<file path="src/rtl/id_ex_stage_reg_if.sv">
// ID/EX stage bundle: decoded ID-side fields in, registered EX-side fields out.
// Counter outputs exist only when ID_EX_HAZARD_STATS_EN is defined.
interface id_ex_stage_reg_if #(
  parameter int DATA_W = 32,
  parameter int REG_AW = 5
);
  logic              mem_stall_i;
  logic              flush_i;
  logic [DATA_W-1:0] pc_id_i;
  logic [DATA_W-1:0] rs1_data_id_i;
  logic [DATA_W-1:0] rs2_data_id_i;
  logic [DATA_W-1:0] imm_id_i;
  logic [9:0]        funct_id_i;
  logic [REG_AW-1:0] rs1_id_i;
  logic [REG_AW-1:0] rs2_id_i;
  logic [REG_AW-1:0] rd_id_i;
  logic [7:0]        ctrl_id_i;

  logic [DATA_W-1:0] pc_ex_o;
  logic [DATA_W-1:0] rs1_data_ex_o;
  logic [DATA_W-1:0] rs2_data_ex_o;
  logic [DATA_W-1:0] imm_ex_o;
  logic [9:0]        funct_ex_o;
  logic [REG_AW-1:0] rs1_ex_o;
  logic [REG_AW-1:0] rs2_ex_o;
  logic [REG_AW-1:0] rd_ex_o;
  logic [7:0]        ctrl_ex_o;
  logic              hold_o;
`ifdef ID_EX_HAZARD_STATS_EN
  logic [31:0]       bubble_cnt_o;
  logic [31:0]       stall_cnt_o;
`endif

  modport master (
    output mem_stall_i, flush_i, pc_id_i, rs1_data_id_i, rs2_data_id_i, imm_id_i,
           funct_id_i, rs1_id_i, rs2_id_i, rd_id_i, ctrl_id_i,
`ifdef ID_EX_HAZARD_STATS_EN
    input  bubble_cnt_o, stall_cnt_o,
`endif
    input  pc_ex_o, rs1_data_ex_o, rs2_data_ex_o, imm_ex_o, funct_ex_o,
           rs1_ex_o, rs2_ex_o, rd_ex_o, ctrl_ex_o, hold_o
  );

  modport slave (
    input  mem_stall_i, flush_i, pc_id_i, rs1_data_id_i, rs2_data_id_i, imm_id_i,
           funct_id_i, rs1_id_i, rs2_id_i, rd_id_i, ctrl_id_i,
`ifdef ID_EX_HAZARD_STATS_EN
    output bubble_cnt_o, stall_cnt_o,
`endif
    output pc_ex_o, rs1_data_ex_o, rs2_data_ex_o, imm_ex_o, funct_ex_o,
           rs1_ex_o, rs2_ex_o, rd_ex_o, ctrl_ex_o, hold_o
  );
endinterface

</file>
<file path="src/rtl/id_ex_stage_reg.sv">
// ID/EX pipeline register with load-use bubble insertion and IF/ID hold.
// Optional bubble/stall counters are enabled by defining ID_EX_HAZARD_STATS_EN.
module id_ex_stage_reg #(
  parameter int DATA_W = 32,
  parameter int REG_AW = 5
) (
  input logic             clk_i,
  input logic             rst_i,
  id_ex_stage_reg_if.slave bus
);
  // ctrl layout: {RegWrite, MemtoReg, MemRead, MemWrite, ALUOp[1:0], ALUSrc, Branch}
  localparam int MEM_READ_BIT = 5;

  logic [DATA_W-1:0] pc_ex_r;
  logic [DATA_W-1:0] rs1_data_ex_r;
  logic [DATA_W-1:0] rs2_data_ex_r;
  logic [DATA_W-1:0] imm_ex_r;
  logic [9:0]        funct_ex_r;
  logic [REG_AW-1:0] rs1_ex_r;
  logic [REG_AW-1:0] rs2_ex_r;
  logic [REG_AW-1:0] rd_ex_r;
  logic [7:0]        ctrl_ex_r;

  logic              luh_s;
  logic              load_s;
  logic              bubble_s;
  logic              hold_s;
  logic [REG_AW-1:0] rd_nxt_s;
  logic [7:0]        ctrl_nxt_s;

  // Load-use hazard: EX is a load into a nonzero register that ID reads.
  always_comb begin
    luh_s = 1'b0;
    if (ctrl_ex_r[MEM_READ_BIT] && (rd_ex_r != {REG_AW{1'b0}}) &&
        ((rd_ex_r == bus.rs1_id_i) || (rd_ex_r == bus.rs2_id_i))) begin
      luh_s = 1'b1;
    end else begin
      luh_s = 1'b0;
    end
  end

  // Edge decision: stall freezes, flush or hazard turns the EX slot into a bubble.
  always_comb begin
    load_s     = 1'b1;
    bubble_s   = 1'b0;
    rd_nxt_s   = bus.rd_id_i;
    ctrl_nxt_s = bus.ctrl_id_i;
    if (bus.mem_stall_i) begin
      load_s = 1'b0;
    end else if (bus.flush_i || luh_s) begin
      bubble_s   = 1'b1;
      rd_nxt_s   = {REG_AW{1'b0}};
      ctrl_nxt_s = 8'h00;
    end else begin
      bubble_s = 1'b0;
    end
  end

  // Hold is forced low during reset even if the cache reports busy.
  always_comb begin
    hold_s = 1'b0;
    if (rst_i) begin
      hold_s = 1'b0;
    end else begin
      hold_s = bus.mem_stall_i | luh_s;
    end
  end

  // Pipeline register; reset state is a bubble (rd=0, ctrl=0).
  always_ff @(posedge clk_i or posedge rst_i) begin
    if (rst_i) begin
      pc_ex_r       <= {DATA_W{1'b0}};
      rs1_data_ex_r <= {DATA_W{1'b0}};
      rs2_data_ex_r <= {DATA_W{1'b0}};
      imm_ex_r      <= {DATA_W{1'b0}};
      funct_ex_r    <= 10'd0;
      rs1_ex_r      <= {REG_AW{1'b0}};
      rs2_ex_r      <= {REG_AW{1'b0}};
      rd_ex_r       <= {REG_AW{1'b0}};
      ctrl_ex_r     <= 8'h00;
    end else if (load_s) begin
      pc_ex_r       <= bus.pc_id_i;
      rs1_data_ex_r <= bus.rs1_data_id_i;
      rs2_data_ex_r <= bus.rs2_data_id_i;
      imm_ex_r      <= bus.imm_id_i;
      funct_ex_r    <= bus.funct_id_i;
      rs1_ex_r      <= bus.rs1_id_i;
      rs2_ex_r      <= bus.rs2_id_i;
      rd_ex_r       <= rd_nxt_s;
      ctrl_ex_r     <= ctrl_nxt_s;
    end else begin
      pc_ex_r       <= pc_ex_r;
      rs1_data_ex_r <= rs1_data_ex_r;
      rs2_data_ex_r <= rs2_data_ex_r;
      imm_ex_r      <= imm_ex_r;
      funct_ex_r    <= funct_ex_r;
      rs1_ex_r      <= rs1_ex_r;
      rs2_ex_r      <= rs2_ex_r;
      rd_ex_r       <= rd_ex_r;
      ctrl_ex_r     <= ctrl_ex_r;
    end
  end

  assign bus.pc_ex_o       = pc_ex_r;
  assign bus.rs1_data_ex_o = rs1_data_ex_r;
  assign bus.rs2_data_ex_o = rs2_data_ex_r;
  assign bus.imm_ex_o      = imm_ex_r;
  assign bus.funct_ex_o    = funct_ex_r;
  assign bus.rs1_ex_o      = rs1_ex_r;
  assign bus.rs2_ex_o      = rs2_ex_r;
  assign bus.rd_ex_o       = rd_ex_r;
  assign bus.ctrl_ex_o     = ctrl_ex_r;
  assign bus.hold_o        = hold_s;

`ifdef ID_EX_HAZARD_STATS_EN
  logic [31:0] bubble_cnt_r;
  logic [31:0] stall_cnt_r;

  // Free-running event counters; natural 32-bit wrap.
  always_ff @(posedge clk_i or posedge rst_i) begin
    if (rst_i) begin
      bubble_cnt_r <= 32'd0;
      stall_cnt_r  <= 32'd0;
    end else begin
      if (bubble_s) begin
        bubble_cnt_r <= bubble_cnt_r + 32'd1;
      end else begin
        bubble_cnt_r <= bubble_cnt_r;
      end
      if (bus.mem_stall_i) begin
        stall_cnt_r <= stall_cnt_r + 32'd1;
      end else begin
        stall_cnt_r <= stall_cnt_r;
      end
    end
  end

  assign bus.bubble_cnt_o = bubble_cnt_r;
  assign bus.stall_cnt_o  = stall_cnt_r;
`endif

endmodule

</file>
<file path="src/flat_wrapper.sv">
// flat-port wrapper written by rule: the top's interface ports become plain ports
module id_ex_stage_reg_flat 
#(
  parameter int DATA_W = 32,
  parameter int REG_AW = 5
)
  (clk_i, rst_i, bus_mem_stall_i, bus_flush_i, bus_pc_id_i, bus_rs1_data_id_i, bus_rs2_data_id_i, bus_imm_id_i, bus_funct_id_i, bus_rs1_id_i, bus_rs2_id_i, bus_rd_id_i, bus_ctrl_id_i, bus_pc_ex_o, bus_rs1_data_ex_o, bus_rs2_data_ex_o, bus_imm_ex_o, bus_funct_ex_o, bus_rs1_ex_o, bus_rs2_ex_o, bus_rd_ex_o, bus_ctrl_ex_o, bus_hold_o);
  id_ex_stage_reg_if #(.DATA_W(DATA_W), .REG_AW(REG_AW)) bus_i ();
  input logic clk_i;
  input logic rst_i;
  input wire logic [$bits(bus_i.mem_stall_i)-1:0] bus_mem_stall_i;
  input wire logic [$bits(bus_i.flush_i)-1:0] bus_flush_i;
  input wire logic [$bits(bus_i.pc_id_i)-1:0] bus_pc_id_i;
  input wire logic [$bits(bus_i.rs1_data_id_i)-1:0] bus_rs1_data_id_i;
  input wire logic [$bits(bus_i.rs2_data_id_i)-1:0] bus_rs2_data_id_i;
  input wire logic [$bits(bus_i.imm_id_i)-1:0] bus_imm_id_i;
  input wire logic [$bits(bus_i.funct_id_i)-1:0] bus_funct_id_i;
  input wire logic [$bits(bus_i.rs1_id_i)-1:0] bus_rs1_id_i;
  input wire logic [$bits(bus_i.rs2_id_i)-1:0] bus_rs2_id_i;
  input wire logic [$bits(bus_i.rd_id_i)-1:0] bus_rd_id_i;
  input wire logic [$bits(bus_i.ctrl_id_i)-1:0] bus_ctrl_id_i;
  output wire logic [$bits(bus_i.pc_ex_o)-1:0] bus_pc_ex_o;
  output wire logic [$bits(bus_i.rs1_data_ex_o)-1:0] bus_rs1_data_ex_o;
  output wire logic [$bits(bus_i.rs2_data_ex_o)-1:0] bus_rs2_data_ex_o;
  output wire logic [$bits(bus_i.imm_ex_o)-1:0] bus_imm_ex_o;
  output wire logic [$bits(bus_i.funct_ex_o)-1:0] bus_funct_ex_o;
  output wire logic [$bits(bus_i.rs1_ex_o)-1:0] bus_rs1_ex_o;
  output wire logic [$bits(bus_i.rs2_ex_o)-1:0] bus_rs2_ex_o;
  output wire logic [$bits(bus_i.rd_ex_o)-1:0] bus_rd_ex_o;
  output wire logic [$bits(bus_i.ctrl_ex_o)-1:0] bus_ctrl_ex_o;
  output wire logic [$bits(bus_i.hold_o)-1:0] bus_hold_o;
  assign bus_i.mem_stall_i = bus_mem_stall_i;
  assign bus_i.flush_i = bus_flush_i;
  assign bus_i.pc_id_i = bus_pc_id_i;
  assign bus_i.rs1_data_id_i = bus_rs1_data_id_i;
  assign bus_i.rs2_data_id_i = bus_rs2_data_id_i;
  assign bus_i.imm_id_i = bus_imm_id_i;
  assign bus_i.funct_id_i = bus_funct_id_i;
  assign bus_i.rs1_id_i = bus_rs1_id_i;
  assign bus_i.rs2_id_i = bus_rs2_id_i;
  assign bus_i.rd_id_i = bus_rd_id_i;
  assign bus_i.ctrl_id_i = bus_ctrl_id_i;
  assign bus_pc_ex_o = bus_i.pc_ex_o;
  assign bus_rs1_data_ex_o = bus_i.rs1_data_ex_o;
  assign bus_rs2_data_ex_o = bus_i.rs2_data_ex_o;
  assign bus_imm_ex_o = bus_i.imm_ex_o;
  assign bus_funct_ex_o = bus_i.funct_ex_o;
  assign bus_rs1_ex_o = bus_i.rs1_ex_o;
  assign bus_rs2_ex_o = bus_i.rs2_ex_o;
  assign bus_rd_ex_o = bus_i.rd_ex_o;
  assign bus_ctrl_ex_o = bus_i.ctrl_ex_o;
  assign bus_hold_o = bus_i.hold_o;
  id_ex_stage_reg #(.DATA_W(DATA_W), .REG_AW(REG_AW)) u_core (.clk_i(clk_i), .rst_i(rst_i), .bus(bus_i));
endmodule
</file>
<file path="config.mk">
export PLATFORM = sky130hd
export DESIGN_NAME = id_ex_stage_reg_flat
export DESIGN_NICKNAME = d
export VERILOG_FILES = /design/src/rtl/id_ex_stage_reg_if.sv /design/src/rtl/id_ex_stage_reg.sv /design/src/flat_wrapper.sv
export SDC_FILE = /design/constraint.sdc
export NUM_CORES = 1
export LEC_CHECK = 0
export ABC_AREA = 0
export CAP_MARGIN = 10
export CORE_ASPECT_RATIO = 1.2
export CORE_MARGIN = 4
export CORE_UTILIZATION = 35
export CTS_BUF_LIST = sky130_fd_sc_hd__clkbuf_16
export DETAILED_ROUTE_END_ITERATION = 8
export PLACE_DENSITY_LB_ADDON = 0.15
export RECOVER_POWER = 25
export SKIP_LAST_GASP = 1
export SYNTH_ARGS = -nofsm -noshare
export SYNTH_HDL_FRONTEND = slang
export SYNTH_SLANG_ARGS = --single-unit
</file>
<file path="constraint.sdc">
create_clock -name clk_i -period 9.6 [get_ports clk_i]
set_input_delay 1.92 -clock clk_i [delete_from_list [all_inputs] [get_ports clk_i]]
set_output_delay 1.92 -clock clk_i [all_outputs]
set_load 0.03 [all_outputs]
</file>
==> impl_metrics.ini <==
[outcome]
status = finished, violations left
violations = max-capacitance violations, max-slew violations

[synth]
synth.cells.most_frequent = 161 x dfrtp_1, 80 x mux2_2, 68 x mux2_1, 19 x buf_2, 15 x nand2_1
ys_seq_elements = 161
synth.net_count = 556
synthArstFlopShare = 1.00
ys_types = 19
synth_top_area_share = 0.650
synth_area_leaders = dfrtp_1 65%, mux2_2 15%, mux2_1 12%, a32oi_1 1.8%, buf_2 1.5%
yosysSeqAreaShare = 0.650
synthCells = 391
avgSynthCellArea_um2 = 15.9
yosys.area.top_type = dfrtp_1
syn_area_um2 = 6200
ys_warn_count = 0
synth_most_common_cell = dfrtp_1
synth_ff_type = dfrtp_1
synth_edf_count = 0

[cts]
postCtsSetupBuffers = 0
cts.path.max_buffers = 2
cts_resized = 0
clkTransAtPathRegs_ns = 0.06
clock_sinks = 161
hold_buffers = 0
htree_levels = 4
cts_tree = done
ctsRootBufferMaster = clkbuf_16
cts-buffers-inserted = 17
clk_latency_ns = 0.42

[final_layout]
drive_gt1_frac = 0.159
multiInputGateArea_um2 = 2050
finalNetCount = 883
syn2layout_area_growth_pct = 65.7
final_util = 0.589
num-fill-cells = 1399
seq_area_um2 = 4030

[timing]
rsz0062_at_grt = false
finalCritPeriodShare = 0.720
worst_slack_ns = 2.69
min_period_ns = 6.91
worstMarginPinSlew_ns = 2.81
slew_headroom = -0.871
skew_ns = 0.00277
fin_tns_setup_ns = 0
finalSetupViolations = 0
fmax_mhz = 145
whs_ns = 0.487
hold_viol_final = 0
slew_viol_final = 51

[drt]
drc = 0
routed_wl_um = 18000
first_iter_violations = 93
via_per_inst = 4.71
post_drt_wl_per_cell_um = 18.9
dr.pass1.iters = 4
dr_total_vias = 4485
ant_nets = 0

[critical_path]
slowest_delay_ns = 1.94
arrival_ns = 4.99
startpoint_type = primary input
rr_worst_depth = 4
cp_max_fo = 50
cp.required_ns = 7.68
cp-end-kind = primary output
crit_slowest_cell = clkbuf_1
timing.rr.start = u_core.bus.rd_ex_o[4]
regToRegSetupSlack_ns = 7.84
critPathKind = primary input to primary output
worstPathCellList = clkbuf_1 > a22o_1 > clkdlybuf4s50_1
reg2reg_to = u_core.bus.rd_ex_o[1]

[global_route]
antenna_found_initial = 3
first_global_vias = 4828
grt_use_met1 = 0.192
grt_use_met3 = 0.0796
grt_overflow = 0
grt.total_usage = 0.180
grt_pass1_wl_um = 27200
met2_usage = 0.314
grt_max_degree = 92
grt.busiest_layer = met2

[worst_hold_path]
hold_start = u_core.bus.imm_ex_o[5]
worstHoldEndpoint = u_core.bus.imm_ex_o[5]
hp-class = register to register
whs_path_depth = 1

[floorplan]
core_area_um2 = 17400
dieArea_um2 = 19900
initial_core_util = 0.355
boundaryPins = 327
die_y_um = 154
rows = 53
die_w_um = 129

[place]
dp_hpwl_um = 13700
gp_congestion = 0.810
port_buffers = 326
pre_cts_ws_ns = 3.64

[power_and_ir_drop]
p_per_area_nw_per_um2 = 193
power.total_w = 0.00198
vdd_drop_max_mv = 0.106
leakagePower_nw = 4.17

[run]
cap_viol_max_count = 1
-- how the worst max path moves through the flow --
stage | slack (ns) | start | depth (start not counted) | endpoint
2_1_floorplan | 1.74 | rst_i | 2 | bus_hold_o
3_3_place_gp | 3.68 | rst_i | 4 | bus_hold_o
3_5_place_dp | 3.64 | rst_i | 4 | bus_hold_o
4_1_cts | 3.63 | rst_i | 4 | bus_hold_o
5_1_grt | 2.45 | bus_mem_stall_i | 3 | bus_hold_o
6_report | 2.69 | bus_mem_stall_i | 3 | bus_hold_o
-- layer usage --
metal / vias to the layer above / wire length, µm
met3: 26 / 1890
met4: 4 / 371
li1: 2053 / -
met5: - / 21
met1: 2196 / 6390
met2: 206 / 9330
-- where the power goes --
group,switching [W],leakage [nW],internal [W]
registers,0.0000416,1.89,0.000749
clock network,0.000270,0.307,0.000434
logic,0.000251,1.97,0.000237
-- per-stage QoR --
step | std cells | instance area, µm²
after global routing | 952 | 10300
after global placement | 919 | 9660
after floorplan | 391 | 6200
after detailed placement | 919 | 9660
final | 952 | 10300
after CTS | 951 | 10300
-- registers in the layout, indices dropped and copies added (netlist names) --
name / count
u_core.bus.rs2_data_ex_o: 32
u_core.bus.rd_ex_o: 5
u_core.bus.rs1_ex_o: 5
u_core.bus.funct_ex_o: 10
u_core.bus.rs1_data_ex_o: 32
u_core.bus.rs2_ex_o: 5
u_core.bus.ctrl_ex_o: 8
u_core.bus.imm_ex_o: 32
u_core.bus.pc_ex_o: 32
-- placed cells by master, fill, tap and decap left out, types with 4 or more instances in the layout --
master / netlist / routed
xnor2_1: 10 / 10
mux2_2: 80 / 80
clkdlybuf4s50_1: 0 / 324
clkbuf_16: 0 / 17
dfrtp_1: 161 / 161
nand2_1: 15 / 15
a32oi_1: 13 / 13
mux2_1: 68 / 68
o21ai_1: 10 / 10
buf_4: 0 / 4
bufinv_16: 0 / 4
-- cell families (layout without fill, tap and decap cells) --
group	count (synthesis)	in the layout	share of synthesized area
other	0	1	0
multiplexers	148	148	0.269
flip-flops	161	161	0.650
AND/OR/NAND/NOR	20	20	0.0141
buffers and inverters	23	363	0.0190
AO/OA/AOI/OAI	29	29	0.0339
XOR/XNOR	10	10	0.0141
-- layout make-up --
cell class	count	area share
inverter	1	0.000853
tap	220	0.0268
clock inverter	15	0.0188
antenna	1	0.000244
timing repair buffer	330	0.320
clock buffer	17	0.0414
sequential	161	0.392
multi-input combinational	207	0.200
-- critical path: cells and delay by family --
kind,cells,cell delay (ns)
compound gates,1,0.40
buf+inv,2,2.64
Note: power is estimated with default switching activity, not from simulation.
==> RTL edit, RTL diff (config.mk and constraints unchanged) <==
`DATA_W` is set to 32 in 3 places; all go to 36.
--- a/src/rtl/id_ex_stage_reg_if.sv
+++ b/src/rtl/id_ex_stage_reg_if.sv
@@ -2,5 +2,5 @@
 // Counter outputs exist only when ID_EX_HAZARD_STATS_EN is defined.
 interface id_ex_stage_reg_if #(
-  parameter int DATA_W = 32,
+  parameter int DATA_W = 36,
   parameter int REG_AW = 5
 );
--- a/src/rtl/id_ex_stage_reg.sv
+++ b/src/rtl/id_ex_stage_reg.sv
@@ -2,5 +2,5 @@
 // Optional bubble/stall counters are enabled by defining ID_EX_HAZARD_STATS_EN.
 module id_ex_stage_reg #(
-  parameter int DATA_W = 32,
+  parameter int DATA_W = 36,
   parameter int REG_AW = 5
 ) (
--- a/src/flat_wrapper.sv
+++ b/src/flat_wrapper.sv
@@ -2,5 +2,5 @@
 module id_ex_stage_reg_flat 
 #(
-  parameter int DATA_W = 32,
+  parameter int DATA_W = 36,
   parameter int REG_AW = 5
 )
Interface: changed (8 resized); port bits go from 327 to 359. The function was not compared with the original's and may differ.
==> RTL edit against the original RTL <==
- non-clock buffer count rose by 31
- critical endpoint unchanged
- worst setup slack improved by 0.82 ns
- synthesized area increased by 10%
- die area increased by 9.5%
- register-to-register slack got worse by 0.14 ns
- cell count is 10% higher
- routed wire length up 13%
- clock power down 4.4%
- design area up 9.0%
- sequential cell count rose by 16
- total power rose by 5.2%
==> RTL edit: results (changes against the original RTL) <==
Critical path
  – Worst setup path startpoint: rst_i (was bus_mem_stall_i)
  – R2R Path Start: u_core.bus.rd_ex_o[0] (was u_core.bus.rd_ex_o[4])
  – Crit Reg-Reg Endpoint: u_core.bus.ctrl_ex_o[1] (was u_core.bus.rd_ex_o[1])
  – Slowest stage delay, CP: 0.69 ns (was 1.94 ns)
  – Crit Path Max Fanout: 111 (was 50)
  – FF-to-FF setup slack: 7.70 ns (was 7.84 ns)
  – Slowest library cell on the worst path: inv_6 (was clkbuf_1)
  – CP Data Arrival Time: 4.17 ns (was 4.99 ns)

Logic synthesis
  – Synthesized Nets: 606 (was 556)
  – Post-synth top cells: 177 x dfrtp_1, 146 x mux2_2, 18 x mux2_1, 15 x buf_2, 15 x nand2_1 (was 161 x dfrtp_1, 80 x mux2_2, 68 x mux2_1, 19 x buf_2, 15 x nand2_1)
  – Post-synthesis compound-gate area fraction: 3.52% (was 3.39%)
  – Mux contribution to synthesized area: 27.1% (was 26.9%)
  – Syn_area_per_cell: 16.1 µm² (was 15.9 µm²)
  – XOR/XNOR share of the synthesized area: 1.28% (was 1.41%)
  – Synth cell types: 20 (was 19)
  – Synth top area cells: dfrtp_1 65%, mux2_2 24%, mux2_1 3.0% (was dfrtp_1 65%, mux2_2 15%, mux2_1 12%)

Power
  – Peak VDD IR: 0.114 mV (was 0.106 mV)
  – Pleak: 4.53 nW (was 4.17 nW)

Run status
  – Status: completed (was complete, but fails checks)

STA
  – Fin crit share: 63.4% (was 72.0%)
  – Worst-Margin Slew: 1.12 ns (was 2.81 ns)
  – Setup Skew: 0.00396 ns (was 0.00277 ns)

Routing
  – Met2 wire length: 10900 µm (was 9330 µm)
  – Met3 WL: 2080 µm (was 1890 µm)
  – Routed WL: 20400 µm (was 18000 µm)
  – DR vias: 4897 (was 4485)

Global route
  – Global-route track usage on met1: 19.0% (was 19.2%)
  – Initial antenna violation count: 1 (was 3)
  – Pin count of the biggest net entering global routing: 112 (was 92)
  – Met2 Track Usage GR: 33.5% (was 31.4%)
  – Vias in the first global route: 5502 (was 4828)
  – GRT Resource Usage Total: 18.6% (was 18.0%)
  – Met3 Usage GRT: 8.94% (was 7.96%)

Worst hold path
  – Hold_sp: u_core.bus.rs2_data_ex_o[7] (was u_core.bus.imm_ex_o[5])
  – WHS Endpoint: u_core.bus.rs2_data_ex_o[7] (was u_core.bus.imm_ex_o[5])

Placement
  – Global placer's final weighted congestion: 0.781 (was 0.810)
  – PortBufs: 358 (was 326)
  – Hpwl dp: 15400 µm (was 13700 µm)
  – Pre-CTS setup slack: 3.50 ns (was 3.64 ns)

Layout
  – Fillers: 1511 (was 1399)
  – Layout cells sized above 1: 24.1% (was 15.9%)
-- RTL edit: changes by cell type after synthesis, moves of 3 or more --
cell     change
mux2_2      +66
buf_1        +5
o21ai_1      -7
mux2_1      -50
buf_2        -4
dfrtp_1     +16
o21ai_0      -3
o21ai_2     +11
-- RTL edit: area by class of cell --
class,count,share of cell area (%)
Clock buffer,17,3.80
Clock inverter,13,1.24
Inverter,1,0.0782
Multi-Input combinational cell,223,20.3
Sequential cell,177,39.5
Tap cell,256,2.86
Timing Repair Buffer,361,32.2
-- RTL edit: metrics by stage --
step / cell area (µm²) / util, % / power, mW / hold slack, ns
floorplan: 6830 / - / 1.15 / 0.666
global placement: 10600 / 56.0 / 1.42 / 0.473
detailed placement: 10600 / 56.0 / 1.43 / 0.477
CTS: 11200 / 59.0 / 2.12 / 0.492
global route: 11200 / 59.0 / 2.17 / 0.513
finish: 11200 / 59.0 / 2.09 / 0.490
-- RTL edit: power breakdown --
group	switching [mW]	internal (mW)
registers	0.0462	0.823
logic	0.279	0.265
clock network	0.292	0.381
